### src/rtl/rf_wb_pkg.sv
// Shared types and constants for the register-file write-back controller.
package rf_wb_pkg;

  localparam int RF_ADDR_W = 5;
  localparam int RF_DATA_W = 32;
  localparam logic [RF_ADDR_W-1:0] REG_ZERO = 5'd0;

  typedef struct packed {
    logic [RF_ADDR_W-1:0] rd;
    logic [RF_DATA_W-1:0] data;
  } wb_req_t;

endpackage

### src/rtl/rf_wb_fifo.sv
// Synchronous FIFO of write-back requests; exposes its live entries oldest-first
// (index 0 = head) so the bypass network can pick the youngest match.
module rf_wb_fifo
  import rf_wb_pkg::*;
#(
  parameter int DEPTH = 4
) (
  input  logic                    clk_i,
  input  logic                    rst_i,
  input  logic                    push_i,
  input  wb_req_t                 push_req_i,
  input  logic                    pop_i,
  output wb_req_t                 head_o,
  output logic [$clog2(DEPTH):0]  count_o,
  output wb_req_t [DEPTH-1:0]     entries_o,
  output logic [DEPTH-1:0]        entry_vld_o
);

  localparam int PTR_W = $clog2(DEPTH);
  localparam int CNT_W = $clog2(DEPTH) + 1;

  wb_req_t          mem [DEPTH];
  logic [PTR_W-1:0] wr_ptr;
  logic [PTR_W-1:0] rd_ptr;
  logic [CNT_W-1:0] cnt;

  always_ff @(posedge clk_i) begin
    if (rst_i) begin
      wr_ptr <= '0;
      rd_ptr <= '0;
      cnt    <= '0;
    end else begin
      if (push_i) wr_ptr <= wr_ptr + PTR_W'(1);
      if (pop_i)  rd_ptr <= rd_ptr + PTR_W'(1);
      cnt <= cnt + CNT_W'(push_i) - CNT_W'(pop_i);
    end
  end

  // Storage is not reset: stale slots are never visible because validity comes from cnt.
  always_ff @(posedge clk_i) begin
    if (push_i) mem[wr_ptr] <= push_req_i;
  end

  assign head_o  = mem[rd_ptr];
  assign count_o = cnt;

  always_comb begin
    for (int i = 0; i < DEPTH; i++) begin
      entries_o[i]   = mem[rd_ptr + PTR_W'(i)];
      entry_vld_o[i] = (CNT_W'(i) < cnt);
    end
  end

endmodule

### src/rtl/rf_wb_ctrl.sv
// Register-file write-back controller: ALU/LSU merge, starvation guard, output register.
// Optional read-port bypass enabled by defining RF_WB_BYPASS_EN.
module rf_wb_ctrl
  import rf_wb_pkg::*;
#(
  parameter int LSU_FIFO_DEPTH = 4,
  parameter int STARVE_LIMIT   = 8
) (
  input  logic                             clk_i,
  input  logic                             rst_i,
  input  logic                             alu_valid_i,
  output logic                             alu_ready_o,
  input  logic [RF_ADDR_W-1:0]             alu_rd_i,
  input  logic [RF_DATA_W-1:0]             alu_data_i,
  input  logic                             lsu_valid_i,
  output logic                             lsu_ready_o,
  input  logic [RF_ADDR_W-1:0]             lsu_rd_i,
  input  logic [RF_DATA_W-1:0]             lsu_data_i,
  output logic                             write_enable_o,
  output logic [RF_ADDR_W-1:0]             write_addr_o,
  output logic [RF_DATA_W-1:0]             write_data_o,
  input  logic [RF_ADDR_W-1:0]             read_addr1_i,
  input  logic [RF_ADDR_W-1:0]             read_addr2_i,
  output logic                             fwd1_hit_o,
  output logic                             fwd2_hit_o,
  output logic [RF_DATA_W-1:0]             fwd1_data_o,
  output logic [RF_DATA_W-1:0]             fwd2_data_o,
  output logic [$clog2(LSU_FIFO_DEPTH):0]  fifo_count_o
);

  localparam int CNT_W = $clog2(LSU_FIFO_DEPTH) + 1;
  localparam int STV_W = $clog2(STARVE_LIMIT + 1);
  localparam logic [CNT_W-1:0] DEPTH_C = CNT_W'(LSU_FIFO_DEPTH);
  localparam logic [STV_W-1:0] LIMIT_C = STV_W'(STARVE_LIMIT);

  logic [STV_W-1:0]             starve_cnt;
  logic [CNT_W-1:0]             fifo_cnt;
  wb_req_t                      fifo_head;
  wb_req_t [LSU_FIFO_DEPTH-1:0] fifo_ents;
  logic [LSU_FIFO_DEPTH-1:0]    fifo_ent_vld;
  logic                         fifo_empty;
  logic                         alu_wr;
  logic                         enq;
  logic                         deq;
  wb_req_t                      lsu_req;
  logic                         wb_vld_p1;
  wb_req_t                      wb_req_p1;

  assign fifo_empty  = (fifo_cnt == '0);
  assign alu_ready_o = (starve_cnt < LIMIT_C);
  assign lsu_ready_o = (fifo_cnt < DEPTH_C);

  // rd==0 results complete their handshake but are dropped here.
  assign alu_wr  = alu_valid_i && alu_ready_o && (alu_rd_i != REG_ZERO);
  assign enq     = lsu_valid_i && lsu_ready_o && (lsu_rd_i != REG_ZERO);
  assign deq     = !alu_wr && !fifo_empty;
  assign lsu_req = '{rd: lsu_rd_i, data: lsu_data_i};

  rf_wb_fifo #(
    .DEPTH (LSU_FIFO_DEPTH)
  ) u_fifo (
    .clk_i       (clk_i),
    .rst_i       (rst_i),
    .push_i      (enq),
    .push_req_i  (lsu_req),
    .pop_i       (deq),
    .head_o      (fifo_head),
    .count_o     (fifo_cnt),
    .entries_o   (fifo_ents),
    .entry_vld_o (fifo_ent_vld)
  );

  assign fifo_count_o = fifo_cnt;

  // Saturates at STARVE_LIMIT: at that value the ALU is blocked, forcing a dequeue.
  always_ff @(posedge clk_i) begin
    if (rst_i) begin
      starve_cnt <= '0;
    end else if (fifo_empty || deq) begin
      starve_cnt <= '0;
    end else begin
      starve_cnt <= starve_cnt + STV_W'(1);
    end
  end

  // ---- stage p1: registered write port ----
  always_ff @(posedge clk_i) begin
    if (rst_i) begin
      wb_vld_p1 <= 1'b0;
      wb_req_p1 <= '0;
    end else if (alu_wr) begin
      wb_vld_p1 <= 1'b1;
      wb_req_p1 <= '{rd: alu_rd_i, data: alu_data_i};
    end else if (deq) begin
      wb_vld_p1 <= 1'b1;
      wb_req_p1 <= fifo_head;
    end else begin
      wb_vld_p1 <= 1'b0;
    end
  end

  assign write_enable_o = wb_vld_p1;
  assign write_addr_o   = wb_req_p1.rd;
  assign write_data_o   = wb_req_p1.data;

`ifdef RF_WB_BYPASS_EN
  // Returns {hit, data}; output stage beats FIFO, youngest FIFO entry beats older ones.
  function automatic logic [RF_DATA_W:0] fwd_lookup(
    input logic [RF_ADDR_W-1:0]       addr,
    input logic                       out_vld,
    input wb_req_t                    out_req,
    input wb_req_t [LSU_FIFO_DEPTH-1:0] ents,
    input logic [LSU_FIFO_DEPTH-1:0]  vld
  );
    logic                 hit;
    logic [RF_DATA_W-1:0] data;
    hit  = 1'b0;
    data = '0;
    for (int i = 0; i < LSU_FIFO_DEPTH; i++) begin
      if (vld[i] && (ents[i].rd == addr)) begin
        hit  = 1'b1;
        data = ents[i].data;
      end
    end
    if (out_vld && (out_req.rd == addr)) begin
      hit  = 1'b1;
      data = out_req.data;
    end
    if (addr == REG_ZERO) begin
      hit  = 1'b0;
      data = '0;
    end
    return {hit, data};
  endfunction

  always_comb begin
    {fwd1_hit_o, fwd1_data_o} = fwd_lookup(read_addr1_i, wb_vld_p1, wb_req_p1, fifo_ents, fifo_ent_vld);
    {fwd2_hit_o, fwd2_data_o} = fwd_lookup(read_addr2_i, wb_vld_p1, wb_req_p1, fifo_ents, fifo_ent_vld);
  end
`else
  logic unused_bypass;
  assign unused_bypass = ^{read_addr1_i, read_addr2_i, fifo_ents, fifo_ent_vld};

  assign fwd1_hit_o  = 1'b0;
  assign fwd2_hit_o  = 1'b0;
  assign fwd1_data_o = '0;
  assign fwd2_data_o = '0;
`endif

endmodule
### config.mk
export PLATFORM = sky130hd
export DESIGN_NAME = rf_wb_ctrl
export DESIGN_NICKNAME = d
export VERILOG_FILES = /design/src/rtl/rf_wb_pkg.sv /design/src/rtl/rf_wb_fifo.sv /design/src/rtl/rf_wb_ctrl.sv
export SDC_FILE = /design/constraint.sdc
export NUM_CORES = 1
export LEC_CHECK = 0
export CAP_MARGIN = 10
export CORE_ASPECT_RATIO = 0.5
export CORE_UTILIZATION = 44
export CTS_CLUSTER_DIAMETER = 100
export DETAILED_ROUTE_END_ITERATION = 8
export PLACE_DENSITY = 0.72
export SLEW_MARGIN = 20
export SYNTH_ARGS = -nofsm -noshare
export SYNTH_HDL_FRONTEND = slang
export SYNTH_SLANG_ARGS = --single-unit
### constraint.sdc
create_clock -name clk_i -period 8.7 [get_ports clk_i]
set_input_delay 1.74 -clock clk_i [delete_from_list [all_inputs] [get_ports clk_i]]
set_output_delay 1.74 -clock clk_i [all_outputs]
set_load 0.02 [all_outputs]
# Yosys cells after proc, flatten, opt, wreduce, memory -nomap -nowiden
# Memories as Yosys holds them, arrays and structs flattened. A register that Yosys moved wholly into a read port is not among the register bits.
# Index checks and enable logic that the tools add are counted.
# op_classes
n_addsub	5
magnitude_cmp	2
n_mux	8
n_reduce_logical	13
# ops
op	n
$mux 37	2
$reduce_bool 5->1	2
$logic_and 1x1->1	5
$add 2x1->2 const B	2
$add 4x1->4 const B	1
$lt 4x4->1 const B	1
$mux 1	4
$mux 2	2
$add 3x1->3	1
$logic_not 3->1	1
$lt 3x3->1 const B	1
$sub 3x1->3	1
$logic_not 1->1	2
$reduce_bool 2->1	1
$reduce_or 2->1	1
$logic_or 1x1->1	1
# word_totals
ff_bits	49
ramBits	148
out_inout_bits	109
word_cells	36
mem_count	1
# mem_list
name	words	width	rd	rd_clocked_by_memory_dff	write_ports	line	rtl
u_fifo.mem	4	37	1	1	1	rf_wb_fifo.sv:22	wb_req_t mem [DEPTH];

# Depth between registers and ports, before layout
# Gate-level depths: netlist of run 1.
# depth
ltp_word	7
ltp_mapped	13
depth_no_buf	11

# By module
# A second synthesis of run 1 with hierarchy kept.
# hier_totals
hier_cells	678
area_unflattened_um2	11448.5
# modules_own_cells
mod	n_inst	cells_per_inst	area_each_um2	seq_area_each_um2
rf_wb_fifo	1	414	8765.9	4624.4
rf_wb_ctrl	1	264	2682.6	840.8

# Least setup slack after synthesis of run 1
# No wires, ideal clock.
# synth_timing
kind	input -> register
start	in alu_rd_i[1]
end	reg u_fifo.cnt[2], in the netlist u_fifo.count_o[2]
setup_ns	0.128
arrival_ns	3.974
slack_ns	4.599
path_stages	13
path_buffers	2
cell_sequence	or4_4 -> o21a_1 -> buf_2 -> buf_6 -> nor2_1 -> ha_1 -> inv_1 -> ha_1 -> inv_1 -> fa_1 -> xnor2_1 -> xnor2_1 -> nor2_1
# synth_between
elab_chain_len	5
# synth_rtl
element	line	rtl
start: declaration	rf_wb_ctrl.sv:13	input logic [RF_ADDR_W-1:0] alu_rd_i,
$reduce_bool 5->1	rf_wb_ctrl.sv:54	assign alu_wr = alu_valid_i && alu_ready_o && (alu_rd_i != REG_ZERO);
$logic_and 1x1->1	rf_wb_ctrl.sv:54	
$logic_not 1->1	rf_wb_ctrl.sv:56	assign deq = !alu_wr && !fifo_empty;
$logic_and 1x1->1	rf_wb_ctrl.sv:56	
named net deq	rf_wb_ctrl.sv:44	logic deq;
$sub 3x1->3	rf_wb_fifo.sv:35	cnt <= cnt + CNT_W'(push_i) - CNT_W'(pop_i);
end signal: assignment	rf_wb_fifo.sv:35	
end: declaration	rf_wb_fifo.sv:25	logic [CNT_W-1:0] cnt;
# The timed path passes the listed nets, and every way through them passes these cells.
# A chain may end at the register's enable or synchronous reset.

# Final worst setup path of run 1
# Ends and elaborated chain as after synthesis.

==> results of run 1 <==
[logic make-up (layout without fill, tap and decap cells)]
family | count (synthesis) | after routing | synth area share (%)
flops | 199 | 199 | 67.6
buf+inv | 105 | 166 | 8.36
simple gates | 94 | 94 | 5.01
compound gates | 81 | 81 | 6.39
mux | 40 | 40 | 10.7
fa+ha+maj | 8 | 8 | 1.33
xor+xnor | 5 | 5 | 0.542
other cells | 1 | 66 | 0.0464
[per-stage QoR]
| step | instance area (sq um) | total power, mW | cells | util (%) |
|---|---|---|---|---|
| 6_report | 9830 | 2.62 | 893 | 55.7 |
| 5_1_grt | 9830 | 2.73 | 893 | 55.7 |
| 4_1_cts | 9830 | 2.64 | 893 | 55.7 |
| 3_5_place_dp | 9260 | 1.89 | 861 | 52.4 |
| 3_3_place_gp | 9230 | 1.87 | 860 | 52.3 |
| 2_1_floorplan | 8330 | 1.66 | 598 | - |
[Yosys cell counts (all sizes together)]
master    n  share of area (%)
or4       2               0.23
ha        7                1.1
o311a     1               0.12
clkbuf   17               0.80
and2      4               0.31
nand3     2               0.12
o21ai     2               0.17
o31ai     1               0.15
mux2      2               0.28
a21oi    39                2.4
nor2     42                2.0
a22oi     2               0.19
nand2    35                1.6
a211oi   35                3.3
fa        1               0.25
inv       8               0.37
o21a      1              0.093
nor3      1               0.12
mux4     37                 10
nor2b     2               0.15
or3       2               0.15
mux2i     1               0.12
nor4b     1               0.11
nor4      3               0.23
conb      1              0.046
buf      80                7.2
dfxtp    51                 13
edfxtp  148                 55
xnor2     5               0.54
[power groups by stage]
stage | combinational, mW | sequential (mW) | clock (mW)
floorplan | 0.412 | 1.24 | 0
global placement | 0.650 | 1.22 | 0
detailed placement | 0.662 | 1.22 | 0
CTS | 0.665 | 1.20 | 0.769
global route | 0.705 | 1.22 | 0.807
finish | 0.656 | 1.20 | 0.761
[cell usage in the layout (no fill, tap or decap), types with 17 or more instances in the layout]
cell | synthesis | routed
dfxtp_1 | 51 | 49
nor2_1 | 42 | 42
a21oi_1 | 39 | 39
mux4_2 | 37 | 37
clkbuf_16 | 0 | 17
edfxtp_1 | 148 | 148
nand2_1 | 35 | 35
a211oi_1 | 35 | 35
conb_1 | 1 | 66
clkdlybuf4s50_1 | 0 | 119
[layer usage]
metal  track usage [%]  wire (um)
met4              5.91        156
met2              29.9       8090
met3              3.63        847
met5                 0          0
met1              21.7       6850
[area by class of cell]
cell class                      count  area (sq um)  share of cell area [%]
Tap cell                          234           293                    2.98
Inverter                            8          30.0                   0.305
Clock buffer                       18           429                    4.37
Timing Repair Buffer              126          1260                    12.8
Sequential cell                   199          5470                    55.6
Multi-Input combinational cell    294          2210                    22.5
Clock inverter                     14           143                    1.45
[registers in the layout, summed over array words and instances, names as in the netlist, named ones only]
| signal | count |
|---|---|
| u_fifo.mem | 148 |
| write_data_o | 32 |
| write_addr_o | 5 |
| starve_cnt | 4 |
| u_fifo.count_o | 3 |
| u_fifo.rd_ptr | 2 |
| u_fifo.wr_ptr | 2 |
| write_enable_o | 1 |
[worst register-to-register path, delay by kind of cell, from the launching register on]
family        cells  cell delay, ns
fa+ha+maj         3            0.79
buf+inv           3            0.58
flops             1            0.39
simple gates      3            0.35
xor+xnor          2            0.30
[path summary, 6_finish.rpt]
kind | start | to | slack [ns] | cells past startpoint
max reg2reg | u_fifo.count_o[1] | u_fifo.count_o[2] | 6.15 | 11
min | starve_cnt[0] | starve_cnt[0] | 0.48 | 1
max | alu_rd_i[1] | u_fifo.count_o[2] | 4.75 | 12
min reg2reg | starve_cnt[0] | starve_cnt[0] | 0.48 | 1
==> results.md, run 1 <==
Outcome
* finished, final reports clean — outcome

Clocking
* clkbuf_16 — root buf cell
* 0 — Post-CTS Resized
* yes — TritonCTS clock tree
* 0 — post-CTS setup buffer count
* 2 — maximum count of clock buffers along a single path
* 0.07 ns — CTS clk-pin slew, worst paths
* 199 — count of clock tree sinks
* 0 — Hold-fix buffers, CTS
* 17 — number of CTS-inserted buffers
* 0.42 ns — clock insertion delay at the later pin of the skew report
* 4 — htree depth

Power
* 0.789 mW — net switching power
* 45.9% — relative contribution of sequential cells to total power
* 25.1% — share of total power in combinational logic
* 29.1% — Clk network pwr share
* 266 nW/um^2 — pwr dens
* 1.83 mW — design internal power
* 30.1% — fraction of power spent switching nets
* 0.000154 V — worst voltage drop across the vdd grid
* 3.39 nW — static power due to leakage

Timing
* 0 — hold violation total from the final report
* false — unrepaired setup endpoints after global routing
* 0.00970 ns — maximum clock skew at final layout
* 4.75 ns — minimum setup slack in the final design
* 29.1% — slew margin rel.
* 1.06 ns — actual transition at the worst max-transition pin
* 45.4% — portion of the clock cycle consumed by the worst path in the final layout
* 0 — number of max-slew violations in the final report
* 0 — Setup Viol. Count Final
* 253 MHz — maximum clock frequency
* 0 ns — total negative setup slack
* 0.483 ns — post-route worst hold slack
* 3.95 ns — final critical-path required period

Place
* 4.31 ns — Placement Setup Slack
* 120 — Port Buf Inserts
* 9.80 mm — half-perimeter wire length after placement
* 0.767 — routability cong.

Setup path
* flip-flop — endpoint type of the worst setup path
* 2 — critical-path maximum fanout
* input pin to flip-flop — critical path class
* clkdlybuf4s50_1 -> or4_4 -> o21a_1 -> nor2_1 -> ha_1 -> inv_1 -> ha_1 -> inv_1 -> fa_1 -> xnor2_1 -> xnor2_1 -> nor2_1 — Cell Chain, Critical Path
* 8.98 ns — data required time of the critical path
* adder cells — cell family contributing the most delay on the critical path
* or4_4 — cell at the slowest stage of the critical path
* 0.57 ns — Critical Path Max Stage Delay
* 4.22 ns — arrival time reported for the critical path endpoint
* 3 — Critical path buffers and inverters
* input pin — type of element launching the critical path

Global routing
* 24.8 mm — first-pass GRT wire length
* 4,605 — vias in the first global route
* 0 — residual overflow from global routing
* 0 — number of antenna violations at the first check in global routing
* 51 — maximum number of pins on one net before global-route repair
* 17.2% — global-route usage over all layers

Route
* 4 — Pre-antenna DRT Iters
* 17.9 um — routed length per placed instance
* 341 — DRC marker count from the first detailed-route iteration
* 0 — count of nets left with antenna violations after detail routing
* 15.9 mm — overall routed net length
* 0 — DRC violations left
* 4,543 — count of vias placed by the detailed router
* 5.09 — Via density

Finish
* 742 — final-stage net count
* 13.1% — layout cells sized above 1
* 1,352 — fill count
* 21.6% — Area growth, synth to finish
* 0 — number of inserted diodes

Floorplan
* 97.8 um — DIE HEIGHT
* 45.8% — Starting Density
* 194 um — die outline width
* 197 — boundary pin count
* 34 — Std-Cell Rows
* 17,700 sq um — CORE AREA
* 19,000 sq um — die area

Synth
* 0 — Yosys warnings
* 533 — number of instances in the synthesized netlist
* 67.6% — Seq/Total Area, Yosys
* 35 — Cell variety after synth
* 199 — Yosys reg bits
* 8080 sq um — Mapped Area
* 15.2 sq um — syn_area_per_cell

Worst hold path
* flip-flop to flip-flop — class of the most critical hold timing path

Run
* 0 — max-capacitance violation count

Note: power is estimated with default switching activity, not from simulation.
==> inputs of run 2 (changes only) <==
--- a/config.mk
+++ b/config.mk
@@ -10,7 +10,7 @@
 export CORE_UTILIZATION = 44
 export CTS_CLUSTER_DIAMETER = 100
 export DETAILED_ROUTE_END_ITERATION = 8
-export PLACE_DENSITY = 0.72
+export PLACE_DENSITY = 0.75
 export SLEW_MARGIN = 20
 export SYNTH_ARGS = -nofsm -noshare
 export SYNTH_HDL_FRONTEND = slang
==> constraint.sdc (replaced) <==
create_clock -name clk_i -period 3.5 [get_ports clk_i]
set_input_delay 0.7 -clock clk_i [delete_from_list [all_inputs] [get_ports clk_i]]
set_output_delay 0.7 -clock clk_i [all_outputs]
set_load 0.02 [all_outputs]
==> run 2 against run 1 <==
  * Die area stayed put
  * Clock skew is 0.0028 ns higher
  * Sequential power is 150% higher
  * Utilization rose by 0.25 points
  * Critical path depth unchanged
  * Via count rose by 0.35%
  * Critical path type unchanged
  * Critical endpoint unchanged
==> results.md, run 2 (same netlist as run 1, synthesis figures left out) <==
Setup path
* flip-flop — endpoint type of the worst setup path
* 3 — Critical path buffers and inverters
* or4_4 — cell at the slowest stage of the critical path
* 2 — critical-path maximum fanout
* 3.78 ns — data required time of the critical path
* input pin to flip-flop — critical path class
* input pin — type of element launching the critical path
* clkdlybuf4s50_1 -> or4_4 -> o21a_1 -> nor2_1 -> ha_1 -> inv_1 -> ha_1 -> inv_1 -> fa_1 -> xnor2_1 -> xnor2_1 -> nor2_1 — Cell Chain, Critical Path
* 0.56 ns — Critical Path Max Stage Delay
* 3.18 ns — arrival time reported for the critical path endpoint
* adder cells — cell family contributing the most delay on the critical path

Power
* 659 nW/um^2 — pwr dens
* 0.000336 V — worst voltage drop across the vdd grid
* 3.42 nW — static power due to leakage

Clocking
* yes — TritonCTS clock tree
* 0 — Post-CTS Resized
* 0 — post-CTS setup buffer count
* 0.07 ns — CTS clk-pin slew, worst paths
* 4 — htree depth
* 0 — Hold-fix buffers, CTS
* 199 — count of clock tree sinks
* 0.42 ns — clock insertion delay at the later pin of the skew report
* clkbuf_16 — root buf cell
* 2 — maximum count of clock buffers along a single path
* 17 — number of CTS-inserted buffers

Place
* 0.767 — routability cong.
* 120 — Port Buf Inserts
* 9.99 mm — half-perimeter wire length after placement

Timing
* 0 — hold violation total from the final report
* 2.90 ns — final critical-path required period
* 0 ns — total negative setup slack
* 0 — number of max-slew violations in the final report
* 345 MHz — maximum clock frequency
* 0 — Setup Viol. Count Final
* 82.9% — portion of the clock cycle consumed by the worst path in the final layout
* 0.0125 ns — maximum clock skew at final layout
* 0.464 ns — post-route worst hold slack
* 0.995 ns — actual transition at the worst max-transition pin
* false — unrepaired setup endpoints after global routing
* 33.7% — slew margin rel.

Route
* 17.7 um — routed length per placed instance
* 0 — DRC violations left
* 367 — DRC marker count from the first detailed-route iteration
* 15.9 mm — overall routed net length
* 0 — count of nets left with antenna violations after detail routing
* 5.05 — Via density
* 4 — Pre-antenna DRT Iters
* 4,559 — count of vias placed by the detailed router

Finish
* 0 — number of inserted diodes
* 1,347 — fill count
* 148 — number of flip-flops under the largest register name
* 22.1% — Area growth, synth to finish
* edfxtp_1 — leading cell type in the layout, fill and taps excluded
* 14.4% — layout cells sized above 1
* 148 x edfxtp_1, 119 x clkdlybuf4s50_1, 66 x conb_1 — most frequent cells in the layout
* 751 — final-stage net count
* u_fifo.mem — most flop-heavy register

Worst hold path
* flip-flop to flip-flop — class of the most critical hold timing path

Global routing
* 30.5% — routing usage on met2
* 0 — number of antenna violations at the first check in global routing
* 51 — maximum number of pins on one net before global-route repair
* 22.5% — met1 Use GR
* 4.21% — met3 track demand over resource
* 4,619 — vias in the first global route
* 17.6% — global-route usage over all layers
* 25.3 mm — first-pass GRT wire length
* met2 — peak-usage layer in the global routing report
* 0 — residual overflow from global routing

Run
* 0 — max-capacitance violation count

Floorplan
* 45.8% — Starting Density
* 17,700 sq um — CORE AREA
* 19,000 sq um — die area
* 34 — Std-Cell Rows
* 197 — boundary pin count
* 97.8 um — DIE HEIGHT
* 194 um — die outline width

Outcome
* finished, final reports clean — outcome

==> run 2: cell types whose count changed in the layout (fill, tap and decap cells not counted) <==
cell        change
clkinv_4        -3
clkinv_1        -1
inv_8           -1
clkinvlp_4      +1
buf_4          +10
clkinv_2        +1
buf_16          -1
inv_6           +3
and2_4          -1
and2_2          +1
==> run 2: metal layers <==
metal,vias up,wire (um)
met5,-,0
met4,0,81
met3,6,847
met2,170,8420
met1,2286,6600
li1,2097,-
==> run 2: report_power, final <==
| group | switching [mW] | internal [mW] | total, mW |
|---|---|---|---|
| sequential | 0.121 | 2.83 | 2.95 |
| combinational | 0.952 | 0.717 | 1.67 |
| clock | 0.877 | 1.01 | 1.88 |
==> run 2: metrics by stage <==
| stage | total power, mW | instance area [sq um] | instances | util [%] | worst slack [ns] |
|---|---|---|---|---|---|
| 3_3_place_gp | 4.65 | 9310 | 870 | 52.7 | 0.183 |
| 4_1_cts | 6.56 | 9870 | 902 | 55.9 | 0.592 |
| 2_1_floorplan | 4.12 | 8330 | 598 | - | 0.439 |
| 5_1_grt | 6.81 | 9870 | 902 | 55.9 | 0.438 |
| 6_report | 6.50 | 9870 | 902 | 55.9 | 0.600 |
| 3_5_place_dp | 4.68 | 9310 | 870 | 52.7 | 0.133 |
==> run 2: cell type report <==
cell class / instances / area [sq um] / area share, %
sequential: 199 / 5470 / 55.4
multi-input combinational: 294 / 2210 / 22.3
timing repair buffer: 135 / 1310 / 13.3
clock buffer: 18 / 429 / 4.35
tap: 234 / 293 / 2.97
clock inverter: 14 / 140 / 1.42
inverter: 8 / 30.0 / 0.304
==> run 2: path summary, 6_finish.rpt <==
check                startpoint           endpoint  slack [ns]  depth (start not counted)
setup / recovery    alu_rd_i[1]  u_fifo.count_o[2]        0.60                         12
hold / removal    starve_cnt[0]      starve_cnt[0]        0.46                          1
hold reg to reg   starve_cnt[0]      starve_cnt[0]        0.46                          1
setup reg to reg  starve_cnt[3]  u_fifo.count_o[2]        1.45                         11
==> inputs of run 3 (changes only) <==
--- a/config.mk
+++ b/config.mk
@@ -10,7 +10,7 @@
 export CORE_UTILIZATION = 44
 export CTS_CLUSTER_DIAMETER = 100
 export DETAILED_ROUTE_END_ITERATION = 8
-export PLACE_DENSITY = 0.75
+export PLACE_DENSITY = 0.72
 export SLEW_MARGIN = 20
 export SYNTH_ARGS = -nofsm -noshare
 export SYNTH_HDL_FRONTEND = slang
==> constraint.sdc (replaced) <==
create_clock -name clk_i -period 2.8 [get_ports clk_i]
set_input_delay 0.56 -clock clk_i [delete_from_list [all_inputs] [get_ports clk_i]]
set_output_delay 0.56 -clock clk_i [all_outputs]
set_load 0.02 [all_outputs]
==> run 3 against run 2 <==
  * Worst hold slack better by 0.010 ns
  * Sequential cell count is the same
  * Clock-buffer cell count down 1
  * Die area unchanged
  * Critical endpoint unchanged
  * Register-to-register slack worse by 0.66 ns
  * Utilization rose by 1.0 points
==> results.md, run 3 (same netlist as run 1, synthesis figures left out) <==
Power
* 3.51 nW — static power due to leakage
* 8.32 mW — total power after layout
* 827 nW/um^2 — pwr dens
* 0.000520 V — worst voltage drop across the vdd grid

Place
* 0.749 — routability cong.
* 120 — Port Buf Inserts
* 10.7 mm — half-perimeter wire length after placement

Timing
* 0 — Setup Viol. Count Final
* 0.475 ns — post-route worst hold slack
* 0.659 ns — actual transition at the worst max-transition pin
* false — unrepaired setup endpoints after global routing
* 0.0130 ns — maximum clock skew at final layout
* 2.74 ns — final critical-path required period
* 0 — number of max-slew violations in the final report
* 365 MHz — maximum clock frequency
* 97.8% — portion of the clock cycle consumed by the worst path in the final layout
* 0 — hold violation total from the final report
* 56.1% — slew margin rel.

Setup path
* or4_4 — cell at the slowest stage of the critical path
* 3 — Critical path buffers and inverters
* adder cells — cell family contributing the most delay on the critical path
* 2 — critical-path maximum fanout
* 3.03 ns — arrival time reported for the critical path endpoint
* input pin to flip-flop — critical path class
* u_fifo.count_o[2] — Critical R2R Capture
* 0.56 ns — Critical Path Max Stage Delay
* 3.10 ns — data required time of the critical path
* u_fifo.count_o[1] — startpoint of the lowest-slack register-to-register path
* flip-flop — endpoint type of the worst setup path
* clkdlybuf4s50_1 -> or4_4 -> o21a_2 -> nor2_2 -> ha_1 -> inv_1 -> ha_1 -> inv_1 -> fa_2 -> xnor2_2 -> xnor2_1 -> nor2_1 — Cell Chain, Critical Path
* 0.79 ns — R2R Setup Slk
* input pin — type of element launching the critical path
* 10 — path depth of the worst reg2reg path

Worst hold path
* 1 — Min-Delay Path Depth
* starve_cnt[0] — end point of the worst hold path
* starve_cnt[0] — HP Start
* flip-flop to flip-flop — class of the most critical hold timing path

Outcome
* finished, final reports clean — outcome

Finish
* 148 x edfxtp_1, 119 x clkdlybuf4s50_1, 66 x conb_1 — most frequent cells in the layout
* 16.2% — layout cells sized above 1
* 57.0% — final core utilization
* 1,426 — fill count
* 148 — number of flip-flops under the largest register name
* 0 — number of inserted diodes
* 760 — final-stage net count
* 24.4% — Area growth, synth to finish
* u_fifo.mem — most flop-heavy register
* edfxtp_1 — leading cell type in the layout, fill and taps excluded

Global routing
* 18.3% — global-route usage over all layers
* 4,772 — vias in the first global route
* 0 — residual overflow from global routing
* 44 — maximum number of pins on one net before global-route repair
* 0 — number of antenna violations at the first check in global routing
* 26.1 mm — first-pass GRT wire length

Route
* 4 — Pre-antenna DRT Iters
* 5.11 — Via density
* 16.5 mm — overall routed net length
* 18.1 um — routed length per placed instance
* 0 — count of nets left with antenna violations after detail routing
* 0 — DRC violations left
* 316 — DRC marker count from the first detailed-route iteration
* 4,651 — count of vias placed by the detailed router

Floorplan
* 34 — Std-Cell Rows
* 19,000 sq um — die area
* 197 — boundary pin count
* 45.8% — Starting Density
* 97.8 um — DIE HEIGHT
* 194 um — die outline width
* 17,700 sq um — CORE AREA

Clocking
* 17 — number of CTS-inserted buffers
* yes — TritonCTS clock tree
* 0.08 ns — CTS clk-pin slew, worst paths
* 2 — maximum count of clock buffers along a single path
* 0 — post-CTS setup buffer count
* 0 — Post-CTS Resized
* clkbuf_16 — root buf cell
* 4 — htree depth
* 199 — count of clock tree sinks
* 0 — Hold-fix buffers, CTS
* 0.43 ns — clock insertion delay at the later pin of the skew report

Run
* 0 — max-capacitance violation count

==> run 3: worst max path at each step <==
stage | cells after the start | end | startpoint | slack [ns]
after floorplan | 13 | u_fifo.count_o[2] | alu_rd_i[1] | -0.09
after global placement | 12 | u_fifo.count_o[2] | alu_rd_i[1] | -0.33
after detailed placement | 12 | u_fifo.count_o[2] | alu_rd_i[1] | -0.39
after CTS | 12 | u_fifo.count_o[2] | alu_rd_i[1] | 0.04
after global routing | 12 | u_fifo.count_o[2] | alu_rd_i[4] | 0.004
final | 12 | u_fifo.count_o[2] | alu_rd_i[4] | 0.06
==> run 3: cell type report <==
| type | instances | area, sq um | share of cell area, % |
|---|---|---|---|
| Clock buffer | 17 | 425 | 4.23 |
| Multi-Input combinational cell | 294 | 2220 | 22.1 |
| Clock inverter | 15 | 166 | 1.66 |
| Sequential cell | 199 | 5470 | 54.4 |
| Tap cell | 234 | 293 | 2.91 |
| Inverter | 8 | 30.0 | 0.299 |
| Timing Repair Buffer | 144 | 1450 | 14.4 |
==> run 3: worst register-to-register path, stage by stage, from the launching register on <==
cell,delay [ns]
dfxtp_1,0.41
nor3_4,0.22
nor2_2,0.06
ha_1,0.26
inv_1,0.06
ha_1,0.13
inv_1,0.05
fa_2,0.35
xnor2_2,0.14
xnor2_1,0.15
nor2_1,0.05
==> run 3: metal layers <==
metal,global-route usage (%),routed length (um),up-vias
met5,0,0,-
met4,5.17,187,0
met3,4.39,1070,15
met2,31.8,8240,197
met1,23.0,7010,2321
li1,-,-,2118
==> run 3: report_power, final <==
part           switching (mW)  internal [mW]
sequential              0.166           3.54
combinational            1.20          0.956
clock                    1.11           1.34
total                    2.48           5.84
==> run 3: metrics by stage <==
stage / instance area, sq um / cells / setup slack [ns] / setup TNS (ns)
after floorplan: 8340 / 598 / -0.0854 / -0.0854
after global placement: 9450 / 879 / -0.335 / -0.513
after detailed placement: 9450 / 879 / -0.394 / -0.643
after CTS: 10000 / 911 / 0.0436 / 0
after global routing: 10100 / 911 / 0.00381 / 0
final: 10100 / 911 / 0.0616 / 0
